==> config.mk <==
export PLATFORM = sky130hd
export DESIGN_NAME = rbfu_sched
export DESIGN_NICKNAME = d
export VERILOG_FILES = /design/src/rtl/rbfu_sched_pkg.sv /design/src/rtl/rbfu_sched_addr_gen.sv /design/src/rtl/rbfu_sched.sv
export SDC_FILE = /design/constraint.sdc
export NUM_CORES = 1
export LEC_CHECK = 0
export ABC_AREA = 1
export BUFFER_PORTS_ARGS = -buffer_cell sky130_fd_sc_hd__buf_2
export CAP_MARGIN = 10
export CORE_MARGIN = 8
export CORE_UTILIZATION = 36
export CTS_BUF_LIST = sky130_fd_sc_hd__clkbuf_8
export DETAILED_ROUTE_END_ITERATION = 10
export SLEW_MARGIN = 20
export SYNTH_ARGS = -nofsm -noshare
export SYNTH_HDL_FRONTEND = slang
export SYNTH_SLANG_ARGS = --single-unit
==> constraint.sdc <==
create_clock -name clk -period 9.57 [get_ports clk]
set_input_delay 1.4355 -clock clk [delete_from_list [all_inputs] [get_ports clk]]
set_output_delay 1.4355 -clock clk [all_outputs]
set_load 0.02 [all_outputs]
==> src/rtl/rbfu_sched_pkg.sv <==
// Shared definitions for the RBFU pass scheduler: opcodes, FSM encoding and
// default transform/latency parameters.
package rbfu_sched_pkg;

  localparam int DEF_LOG2N         = 8;
  localparam int DEF_NUM_R2_LAYERS = 7;
  localparam int DEF_LAT_R2        = 1;
  localparam int DEF_LAT_R4_NTT    = 2;
  localparam int DEF_LAT_R4_INTT   = 3;
  localparam int DEF_LAT_PWM       = 2;
  localparam int DEF_MAX_LAT       = 4;

  localparam logic [1:0] OP_NTT  = 2'b00;
  localparam logic [1:0] OP_INTT = 2'b01;
  localparam logic [1:0] OP_PWM  = 2'b10;

  typedef enum logic [1:0] {
    S_IDLE  = 2'd0,
    S_ISSUE = 2'd1,
    S_DRAIN = 2'd2,
    S_DONE  = 2'd3
  } state_t;

endpackage

==> src/rtl/rbfu_sched_addr_gen.sv <==
// Combinational read/write-back address, twiddle group and lane mask for one
// RBFU op, given the operation, radix and log2 of the pass stride.
module rbfu_addr_gen
  import rbfu_sched_pkg::*;
#(
  parameter int LOG2N = DEF_LOG2N,
  parameter int SLW   = $clog2(LOG2N + 1)
) (
  input  logic [1:0]            op,
  input  logic                  radix,
  input  logic [SLW-1:0]        slog,
  input  logic [LOG2N-1:0]      c,
  output logic [3:0][LOG2N-1:0] rd_addr,
  output logic [3:0][LOG2N-1:0] wb_addr,
  output logic [3:0]            wb_mask,
  output logic [LOG2N-1:0]      tw_grp
);

  localparam logic [LOG2N-1:0] ONE = LOG2N'(1);

  logic [LOG2N-1:0] q, qm, base, bf0, bf1, p0, p1;

  always_comb begin
    q    = ONE << slog;
    qm   = q - ONE;
    base = ((c >> slog) << (slog + SLW'(2))) | (c & qm);
    bf0  = c << 1;
    bf1  = bf0 | ONE;
    p0   = ((bf0 >> slog) << (slog + SLW'(1))) | (bf0 & qm);
    p1   = ((bf1 >> slog) << (slog + SLW'(1))) | (bf1 & qm);

    rd_addr = '0;
    wb_addr = '0;
    wb_mask = 4'b1111;
    tw_grp  = '0;
    if (op == OP_PWM) begin
      // lanes 0/1 read f[2c], g[2c]; lanes 2/3 read f[2c+1], g[2c+1]
      rd_addr = {bf1, bf1, bf0, bf0};
      wb_addr = {{LOG2N{1'b0}}, {LOG2N{1'b0}}, bf1, bf0};
      wb_mask = 4'b0011;
      tw_grp  = c;
    end else if (radix) begin
      rd_addr = {base + q + (q << 1), base + (q << 1), base + q, base};
      wb_addr = rd_addr;
      tw_grp  = base >> (slog + SLW'(2));
    end else begin
      rd_addr = {p1 + q, p1, p0 + q, p0};
      wb_addr = rd_addr;
      tw_grp  = bf0 >> (slog + SLW'(1));
    end
  end

endmodule

==> src/rtl/rbfu_sched.sv <==
// Pass scheduler for one shared RBFU: issues NTT/INTT/PWM ops pass by pass,
// drains the pipeline between passes and delays write-back addresses by LAT.
//   state   | meaning
//   IDLE    | waiting for start with a valid op
//   ISSUE   | presenting ops, c advances on iss_ready
//   DRAIN   | pass issued, waiting for its last write-back
//   DONE    | one-cycle completion pulse
module rbfu_sched
  import rbfu_sched_pkg::*;
#(
  parameter int LOG2N         = DEF_LOG2N,
  parameter int NUM_R2_LAYERS = DEF_NUM_R2_LAYERS,
  parameter int LAT_R2        = DEF_LAT_R2,
  parameter int LAT_R4_NTT    = DEF_LAT_R4_NTT,
  parameter int LAT_R4_INTT   = DEF_LAT_R4_INTT,
  parameter int LAT_PWM       = DEF_LAT_PWM,
  parameter int MAX_LAT       = DEF_MAX_LAT
) (
  input  logic             clk,
  input  logic             rst_n,
  input  logic             start,
  input  logic [1:0]       op_in,
  output logic             busy,
  output logic             done,
  output logic             iss_valid,
  input  logic             iss_ready,
  output logic [LOG2N-1:0] rd_addr0,
  output logic [LOG2N-1:0] rd_addr1,
  output logic [LOG2N-1:0] rd_addr2,
  output logic [LOG2N-1:0] rd_addr3,
  output logic [1:0]       rbfu_opcode,
  output logic             radix_mode,
  output logic [2:0]       pass_idx,
  output logic [LOG2N-1:0] tw_grp,
  output logic             wb_valid,
  output logic [LOG2N-1:0] wb_addr0,
  output logic [LOG2N-1:0] wb_addr1,
  output logic [LOG2N-1:0] wb_addr2,
  output logic [LOG2N-1:0] wb_addr3,
  output logic [3:0]       wb_mask
);

  localparam int N     = 1 << LOG2N;
  localparam int N_R4  = NUM_R2_LAYERS / 2;
  localparam int NPASS = N_R4 + NUM_R2_LAYERS % 2;
  localparam int SLW   = $clog2(LOG2N + 1);
  localparam int LW    = $clog2(MAX_LAT + 1);
  localparam int TW    = (MAX_LAT > 1) ? $clog2(MAX_LAT) : 1;

  state_t                state;
  logic [1:0]            op_q;
  logic [2:0]            pass, sched_p;
  logic [LOG2N-1:0]      c, last_c;
  logic [LW-1:0]         lat, dcnt;
  logic [SLW-1:0]        slog;
  logic                  radix, last_pass, accept;
  logic [TW-1:0]         tap;
  logic [3:0][LOG2N-1:0] gen_rd, gen_wb;
  logic [3:0]            gen_mask;
  logic [LOG2N-1:0]      gen_tw;
  logic [MAX_LAT-1:0]    dl_vld;
  logic [3:0][LOG2N-1:0] dl_addr [MAX_LAT];
  logic [3:0]            dl_mask [MAX_LAT];

  // INTT walks the NTT pass list backwards
  always_comb begin
    sched_p   = (op_q == OP_INTT) ? 3'(NPASS - 1 - int'(pass)) : pass;
    radix     = 1'b1;
    slog      = '0;
    lat       = LW'(LAT_PWM);
    last_c    = LOG2N'(N / 2 - 1);
    if (op_q != OP_PWM) begin
      last_c = LOG2N'(N / 4 - 1);
      if (int'(sched_p) < N_R4) begin
        slog = SLW'(LOG2N - 2 - 2 * int'(sched_p));
        lat  = (op_q == OP_INTT) ? LW'(LAT_R4_INTT) : LW'(LAT_R4_NTT);
      end else begin
        radix = 1'b0;
        slog  = SLW'(LOG2N - 2 * N_R4 - 1);
        lat   = LW'(LAT_R2);
      end
    end
    last_pass = (op_q == OP_PWM) || (int'(pass) == NPASS - 1);
    tap       = TW'(lat - LW'(1));
    accept    = iss_valid && iss_ready;
  end

  rbfu_addr_gen #(.LOG2N(LOG2N), .SLW(SLW)) u_addr_gen (
    .op      (op_q),
    .radix   (radix),
    .slog    (slog),
    .c       (c),
    .rd_addr (gen_rd),
    .wb_addr (gen_wb),
    .wb_mask (gen_mask),
    .tw_grp  (gen_tw)
  );

  always_ff @(posedge clk or negedge rst_n) begin
    if (!rst_n) begin
      state     <= S_IDLE;
      op_q      <= '0;
      pass      <= '0;
      c         <= '0;
      dcnt      <= '0;
      busy      <= 1'b0;
      done      <= 1'b0;
      iss_valid <= 1'b0;
    end else begin
      done <= 1'b0;
      case (state)
        S_IDLE: begin
          if (start && op_in != 2'b11) begin
            op_q      <= op_in;
            pass      <= '0;
            c         <= '0;
            busy      <= 1'b1;
            iss_valid <= 1'b1;
            state     <= S_ISSUE;
          end
        end
        S_ISSUE: begin
          if (accept) begin
            if (c == last_c) begin
              iss_valid <= 1'b0;
              dcnt      <= lat - LW'(1);
              state     <= S_DRAIN;
            end else begin
              c <= c + LOG2N'(1);
            end
          end
        end
        S_DRAIN: begin
          // dcnt hits zero on the cycle the pass's last write-back is presented
          if (dcnt == '0) begin
            if (last_pass) begin
              busy  <= 1'b0;
              done  <= 1'b1;
              state <= S_DONE;
            end else begin
              pass      <= pass + 3'd1;
              c         <= '0;
              iss_valid <= 1'b1;
              state     <= S_ISSUE;
            end
          end else begin
            dcnt <= dcnt - LW'(1);
          end
        end
        default: state <= S_IDLE;
      endcase
    end
  end

  // valid bits never travel past the current tap, so a longer next-pass
  // latency cannot pick up stale entries
  always_ff @(posedge clk or negedge rst_n) begin
    if (!rst_n) begin
      dl_vld <= '0;
      for (int i = 0; i < MAX_LAT; i++) begin
        dl_addr[i] <= '0;
        dl_mask[i] <= '0;
      end
    end else begin
      dl_vld[0]  <= accept;
      dl_addr[0] <= gen_wb;
      dl_mask[0] <= gen_mask;
      for (int i = 1; i < MAX_LAT; i++) begin
        dl_vld[i]  <= dl_vld[i-1] && (i < int'(lat));
        dl_addr[i] <= dl_addr[i-1];
        dl_mask[i] <= dl_mask[i-1];
      end
    end
  end

  always_comb begin
    rd_addr0    = iss_valid ? gen_rd[0] : '0;
    rd_addr1    = iss_valid ? gen_rd[1] : '0;
    rd_addr2    = iss_valid ? gen_rd[2] : '0;
    rd_addr3    = iss_valid ? gen_rd[3] : '0;
    tw_grp      = iss_valid ? gen_tw : '0;
    rbfu_opcode = busy ? op_q : 2'b00;
    radix_mode  = busy && radix;
    pass_idx    = busy ? pass : 3'd0;
    wb_valid    = dl_vld[tap];
    wb_addr0    = wb_valid ? dl_addr[tap][0] : '0;
    wb_addr1    = wb_valid ? dl_addr[tap][1] : '0;
    wb_addr2    = wb_valid ? dl_addr[tap][2] : '0;
    wb_addr3    = wb_valid ? dl_addr[tap][3] : '0;
    wb_mask     = wb_valid ? dl_mask[tap] : 4'b0000;
  end

endmodule

==> run_results.csv, run 1 <==
group,metric,value,unit
clock_tree,htree_levels,4,
yosys,synth.avg_cell_area,7.93,sq um
clock_tree,cts.sinks,160,
die,start_util,36.2,%
die,num_io_pins,92,
die,coreArea,0.0258,sq mm
layout,layout-drive-gt1-share,14.7,%
job,max_cap_violations,0,
route,drc_errors,0,
sta,rsz0062_at_grt,"no",
route,via_count,8428,
layout,n_fill_cell,2680,
global_routing,grt_usage,18.6,%
die,die_height,177,um
clock_tree,cts_setup_buffers,0,
setup_path,crit_required,8.13,ns
route,vias_per_cell,5.27,
yosys,synth.distinct_cells,49,
place,dp.cells,1567,
die,die_width,177,um
route,route.detailed.wl_per_inst,18.0,um
yosys,yosys.area.top_type,"dfrtp_1",
sta,setup_tns,0,ns
sta,hold_violations,0,
clock_tree,clk_path_buf_depth,2,
clock_tree,clock-root-buffer,"clkbuf_8",
yosys,synth_edf_count,0,
global_routing,overflow,0,
sta,setup_viol,0,
layout,areaGrowthSynthToFinish,12.2,%
setup_path,critPathMaxStageDelay,0.47,ns
setup_path,critPathKind,"flip-flop to output port",
setup_path,cp_slowest_cell,"inv_4",
layout,n_antenna_cell,0,
yosys,ys_async_sr_fraction,100,%
yosys,synth_ff_type,"dfrtp_1",
place,dpl.hpwl,21300,um
route,first_iter_violations,797,
layout,nets,1305,
sta,slew_headroom,36.9,%
worst_hold_path,hp-class,"flip-flop to flip-flop",
global_routing,grt_max_degree,84,
global_routing,grt_antenna_before_repair,0,
yosys,postSynthCellCount,1176,
yosys,synth_area,0.00933,sq mm
sta,slew_viol_final,0,
layout,multi_input_area,0.00457,sq mm
clock_tree,clk_pin_slew_worst_paths,0.10,ns
clock_tree,cts.repair.resized,0,
sta,fin_ws,1.95,ns
route,drtAntennaViolNets,0,
setup_path,arrival,6.19,ns
die,die_area,0.0313,sq mm
sta,period_needed,7.62,ns
route,wirelength,28800,um
status,outcome,"finished clean",
setup_path,path_max_fanout,55,
setup_path,cpMostUsedCell,"nand2_1",
clock_tree,numCtsBuffers,17,
clock_tree,cts_hold_buffers,0,
place,dp_worst_setup_slack,2.59,ns
sta,tightest_slew,0.946,ns
sta,skew,0.0203,ns
place,gp_congestion,1.00,
global_routing,grt_pass1_vias,8080,
clock_tree,cts_tree,"done",
sta,timing.hold.ws,0.363,ns
layout,regArea,0.00400,sq mm
clock_tree,clk_latency,0.45,ns
yosys,synth_seq_cells,160,
setup_path,setup.worst_path.end_class,"output port",
yosys,ys_top_cells_by_area,"dfrtp_1 (43%), nand2_1 (7.9%), o21ai_0 (6.1%), ha_1 (5.8%), nor2_1 (5.7%)",
yosys,ys_seq_area_share,42.9,%
layout,stdcell_count,1599,
yosys,ys.warnings.count,0,
sta,period_share,79.7,%
sta,max_freq,131,MHz
setup_path,start_kind,"flip-flop",
route,firstDrtPassIters,6,
global_routing,grt_pass1_wl,45600,um
place,port_buffers,91,
die,rows,59,
yosys,netlist.area_leader.share,42.9,%
==> flip-flops by register name (all words and copies together) (netlist names) <==
signal,cells
dl_addr,128
c,8
dl_mask,8
dcnt,3
dl_vld,3
pass,3
op_q,2
state,2
busy,1
done,1
iss_valid,1
==> worst max-delay path, delay by kind of cell (launching register included) <==
family / cells / cell delay, ns
adder cells (fa/ha/maj): 2 / 0.69
flip-flops: 1 / 0.41
AND/OR/NAND/NOR: 13 / 1.46
XOR/XNOR: 1 / 0.14
buffers and inverters: 7 / 1.73
AO/OA/AOI/OAI: 6 / 1.27
==> through the flow <==
step           utilization [%]  cell area [sq um]
2_1_floorplan                -               9360
3_3_place_gp              39.0              10100
3_5_place_dp              39.0              10100
4_1_cts                   40.6              10500
5_1_grt                   40.6              10500
6_report                  40.6              10500
==> cells in the mapped netlist (3+ instances only) <==
master / instances
nor2_1: 142
buf_4: 3
ha_1: 43
buf_6: 3
nand2_1: 196
inv_1: 135
nand4_1: 11
nand3_2: 6
nand3b_1: 7
a31oi_1: 6
o21bai_1: 5
xnor2_1: 7
o21ai_1: 8
o22ai_2: 3
nor2_4: 5
and2_1: 3
clkbuf_1: 28
fa_1: 5
o21ai_0: 114
a21oi_1: 55
nand2_4: 5
o21ai_2: 3
xor2_1: 13
inv_2: 6
buf_1: 4
buf_2: 12
o211ai_1: 3
o22ai_1: 38
nor3_1: 12
nand3_1: 91
nor4_1: 5
nor2_2: 5
inv_4: 3
nand2_2: 7
dfrtp_1: 160
==> area by class of cell <==
| cell class | count | area share [%] |
|---|---|---|
| multi-input cells | 830 | 43.7 |
| flip-flops and latches | 160 | 38.3 |
| inverters | 144 | 5.25 |
| repair buffers | 98 | 4.95 |
| well taps | 335 | 4.00 |
| clock buffers | 18 | 2.37 |
| clock inverters | 14 | 1.48 |
==> cells by family after synthesis <==
group                      count (synthesis)  synth area share (%)
AOI/OAI and AO/OA                        245                  14.8
xor gates and xnor gates                  20                  1.88
adders and majority gates                 48                  6.84
buffers and inverters                    194                  8.41
DFF                                      160                  42.9
muxes                                      2                 0.215
other                                      2                0.0805
and+or+nand+nor                          505                  24.9
==> worst paths after layout <==
kind / start / to / slack (ns) / cells past startpoint
setup / recovery: op_q[1] / rd_addr3[6] / 1.95 / 29
hold / removal: dl_addr[73] / dl_addr[41] / 0.36 / 0
setup reg to reg: op_q[0] / dl_addr[127] / 4.00 / 26
hold reg to reg: dl_addr[73] / dl_addr[41] / 0.36 / 0
max in group asynchronous: rst_n / dl_addr[87] / 7.36 / 2
min in group asynchronous: rst_n / dl_mask[1] / 1.01 / 1
==> metal layers <==
layer  GRT usage [%]  up-vias  wire (um)
met5               0        -          0
met4            6.06        0        777
met3            3.97       45       2140
met2            29.0      318      13100
li1                -     4026          -
met1            25.2     4039      12700
==> cell usage in the layout (no fill, tap or decap), types with 7 or more instances in the layout <==
cell / count
o21ai_1: 8
nand2_1: 195
dfrtp_1: 160
nand4_1: 11
nand2_2: 8
ha_1: 43
nor3_1: 12
inv_1: 135
clkbuf_8: 18
nand3_1: 91
o22ai_1: 38
nor2_1: 141
xor2_1: 13
o21ai_0: 114
xnor2_1: 7
conb_1: 10
nand3b_1: 7
a21oi_1: 55
buf_2: 90
Power of run 1 is not shown: default switching activity piles up to over one toggle a cycle in this logic, so the estimate is an artifact.
==> run 2, diff against run 1 <==
==> constraint.sdc (replaced) <==
create_clock -name clk -period 6.2 [get_ports clk]
set_input_delay 0.93 -clock clk [delete_from_list [all_inputs] [get_ports clk]]
set_output_delay 0.93 -clock clk [all_outputs]
set_load 0.02 [all_outputs]
==> run 2 against run 1 <==
Against the previous run: sequential share of layout area shrank 1.3 points; die area did not move; worst setup slack got worse by 1.6 ns; critical path depth grew 3; utilization increased by 1.5 points; critical path type unchanged; clock skew is 0.0026 ns lower; worst hold slack better by 0.0026 ns; first-iteration DRC count down 4.9%; count of clock-buffer cells in the layout decreased by 1; sequential cell count unchanged; register-to-register slack worse by 2.2 ns.
==> run_results.csv, run 2 (synthesis results as in run 1) <==
group,metric,value,unit
status,outcome,"finished clean",
sta,period_needed,5.82,ns
sta,skew,0.0176,ns
sta,hold_violations,0,
clock_tree,clk_path_buf_depth,2,
clock_tree,cts_tree,"done",
layout,largestRegisters,"dl_addr: 128 flops, c: 8 flops, dl_mask: 8 flops",
sta,slew_viol_final,0,
sta,max_freq,172,MHz
place,dp.cells,1582,
place,gp_congestion,0.945,
setup_path,cp_slowest_cell,"fa_2",
global_routing,grt_usage,19.4,%
setup_path,crit_family,"simple AND/OR/NAND/NOR gates",
clock_tree,clk_pin_slew_worst_paths,0.09,ns
die,rows,59,
setup_path,critPathMaxStageDelay,0.45,ns
sta,slew_headroom,39.3,%
route,drtAntennaViolNets,0,
route,via_count,8515,
clock_tree,cts.sinks,160,
layout,regArea,0.00401,sq mm
route,route.detailed.wl_per_inst,18.7,um
global_routing,grt_antenna_before_repair,0,
setup_path,critPathKind,"flip-flop to output port",
die,coreArea,0.0258,sq mm
clock_tree,cts_hold_buffers,0,
sta,period_share,93.9,%
route,firstDrtPassIters,8,
sta,tightest_slew,0.911,ns
die,num_io_pins,92,
setup_path,arrival,4.89,ns
place,port_buffers,91,
place,dpl.hpwl,22600,um
global_routing,grt_pass1_wl,47500,um
layout,largest_register_ff_count,128,
setup_path,setup.worst_path.end_class,"output port",
clock_tree,clock-root-buffer,"clkbuf_8",
die,die_area,0.0313,sq mm
clock_tree,numCtsBuffers,17,
layout,n_fill_cell,2640,
setup_path,cpMostUsedCell,"nand2_1",
global_routing,grt_pass1_vias,8204,
route,first_iter_violations,758,
setup_path,crit_required,5.27,ns
sta,setup_viol,0,
route,wirelength,30500,um
global_routing,grt_max_degree,102,
place,dp_worst_setup_slack,0.487,ns
setup_path,path_max_fanout,11,
layout,nets,1338,
route,drc_errors,0,
route,vias_per_cell,5.22,
global_routing,grt-busiest-layer,"met2",
layout,regMostFlops,"dl_addr",
global_routing,overflow,0,
layout,areaGrowthSynthToFinish,16.4,%
sta,fin_ws,0.378,ns
setup_path,start_kind,"flip-flop",
global_routing,met3_usage,4.05,%
layout,multi_input_area,0.00472,sq mm
setup_path,cp_num_buf_inv,6,
die,die_height,177,um
layout,stdcell_count,1632,
worst_hold_path,hp-class,"flip-flop to flip-flop",
layout,n_antenna_cell,0,
global_routing,gr-usage-met2,30.6,%
layout,final_cell_mix,"nand2_1 (191), dfrtp_1 (158), nor2_1 (140)",
die,die_width,177,um
layout,layout-drive-gt1-share,18.4,%
die,start_util,36.2,%
global_routing,grt_use_met1,26.3,%
job,max_cap_violations,0,
layout,final_common_cell,"nand2_1",
clock_tree,clk_latency,0.44,ns
clock_tree,htree_levels,4,
==> run 2: cell types whose count changed in the layout (fill, tap and decap cells not counted), moves of 4 or more <==
cell / before / now
ha_1: 43 / 38
buf_4: 6 / 36
ha_4: 0 / 4
nand2_2: 8 / 12
nand2_1: 195 / 191
==> run 2: timing repair <==
item | 4_1_cts | 5_1_grt
hold endpoints to repair | 0 | 0
setup endpoints to repair | 2 | 4
setup buffers | 4 | 12
gates cloned | 0 | 2
pin swaps | 1 | 8
resized for setup | 1 | 28
==> run 2: final cells by class <==
type                       instances  share of cell area, %
clock buffer                      17                   2.16
timing repair buffer             129                   7.03
tap                              335                   3.86
inverter                         144                   5.11
clock inverter                    15                   1.48
sequential                       160                   36.9
multi-input combinational        832                   43.5
==> run 2: per-layer routing <==
layer | vias up | wire (um)
met1 | 4060 | 13700
met4 | 0 | 957
li1 | 4100 | -
met3 | 51 | 1960
met2 | 304 | 13800
met5 | - | 0
==> run 2: path summary, 6_finish.rpt <==
kind / from / end / slack [ns] / depth (start not counted)
max in group asynchronous: rst_n / dl_addr[71] / 4.29 / 2
max: op_q[1] / rd_addr3[7] / 0.38 / 32
max reg2reg: op_q[1] / dl_addr[126] / 1.76 / 28
min in group asynchronous: rst_n / dl_vld[2] / 0.60 / 1
min reg2reg: dl_addr[52] / dl_addr[20] / 0.37 / 0
min: dl_addr[52] / dl_addr[20] / 0.37 / 0
==> run 2: worst register-to-register path: cells and delay by family, from the launching register on <==
| family | cells | cell delay (ns) |
|---|---|---|
| adder cells (fa/ha/maj) | 2 | 0.62 |
| XOR/XNOR | 1 | 0.14 |
| AND/OR/NAND/NOR | 15 | 1.52 |
| flip-flops | 1 | 0.41 |
| AO/OA/AOI/OAI | 6 | 1.17 |
| buffers and inverters | 4 | 0.45 |
==> run 2: stage by stage <==
step | util (%) | hold WS [ns] | instance area, sq um | TNS, ns
floorplan | - | 0.349 | 9360 | 0
global placement | 39.5 | 0.350 | 10200 | 0
detailed placement | 39.5 | 0.355 | 10200 | 0
CTS | 41.2 | 0.367 | 10600 | 0
global route | 42.1 | 0.371 | 10900 | -0.00800
finish | 42.1 | 0.366 | 10900 | 0
Power of run 2 is left out for the same reason.
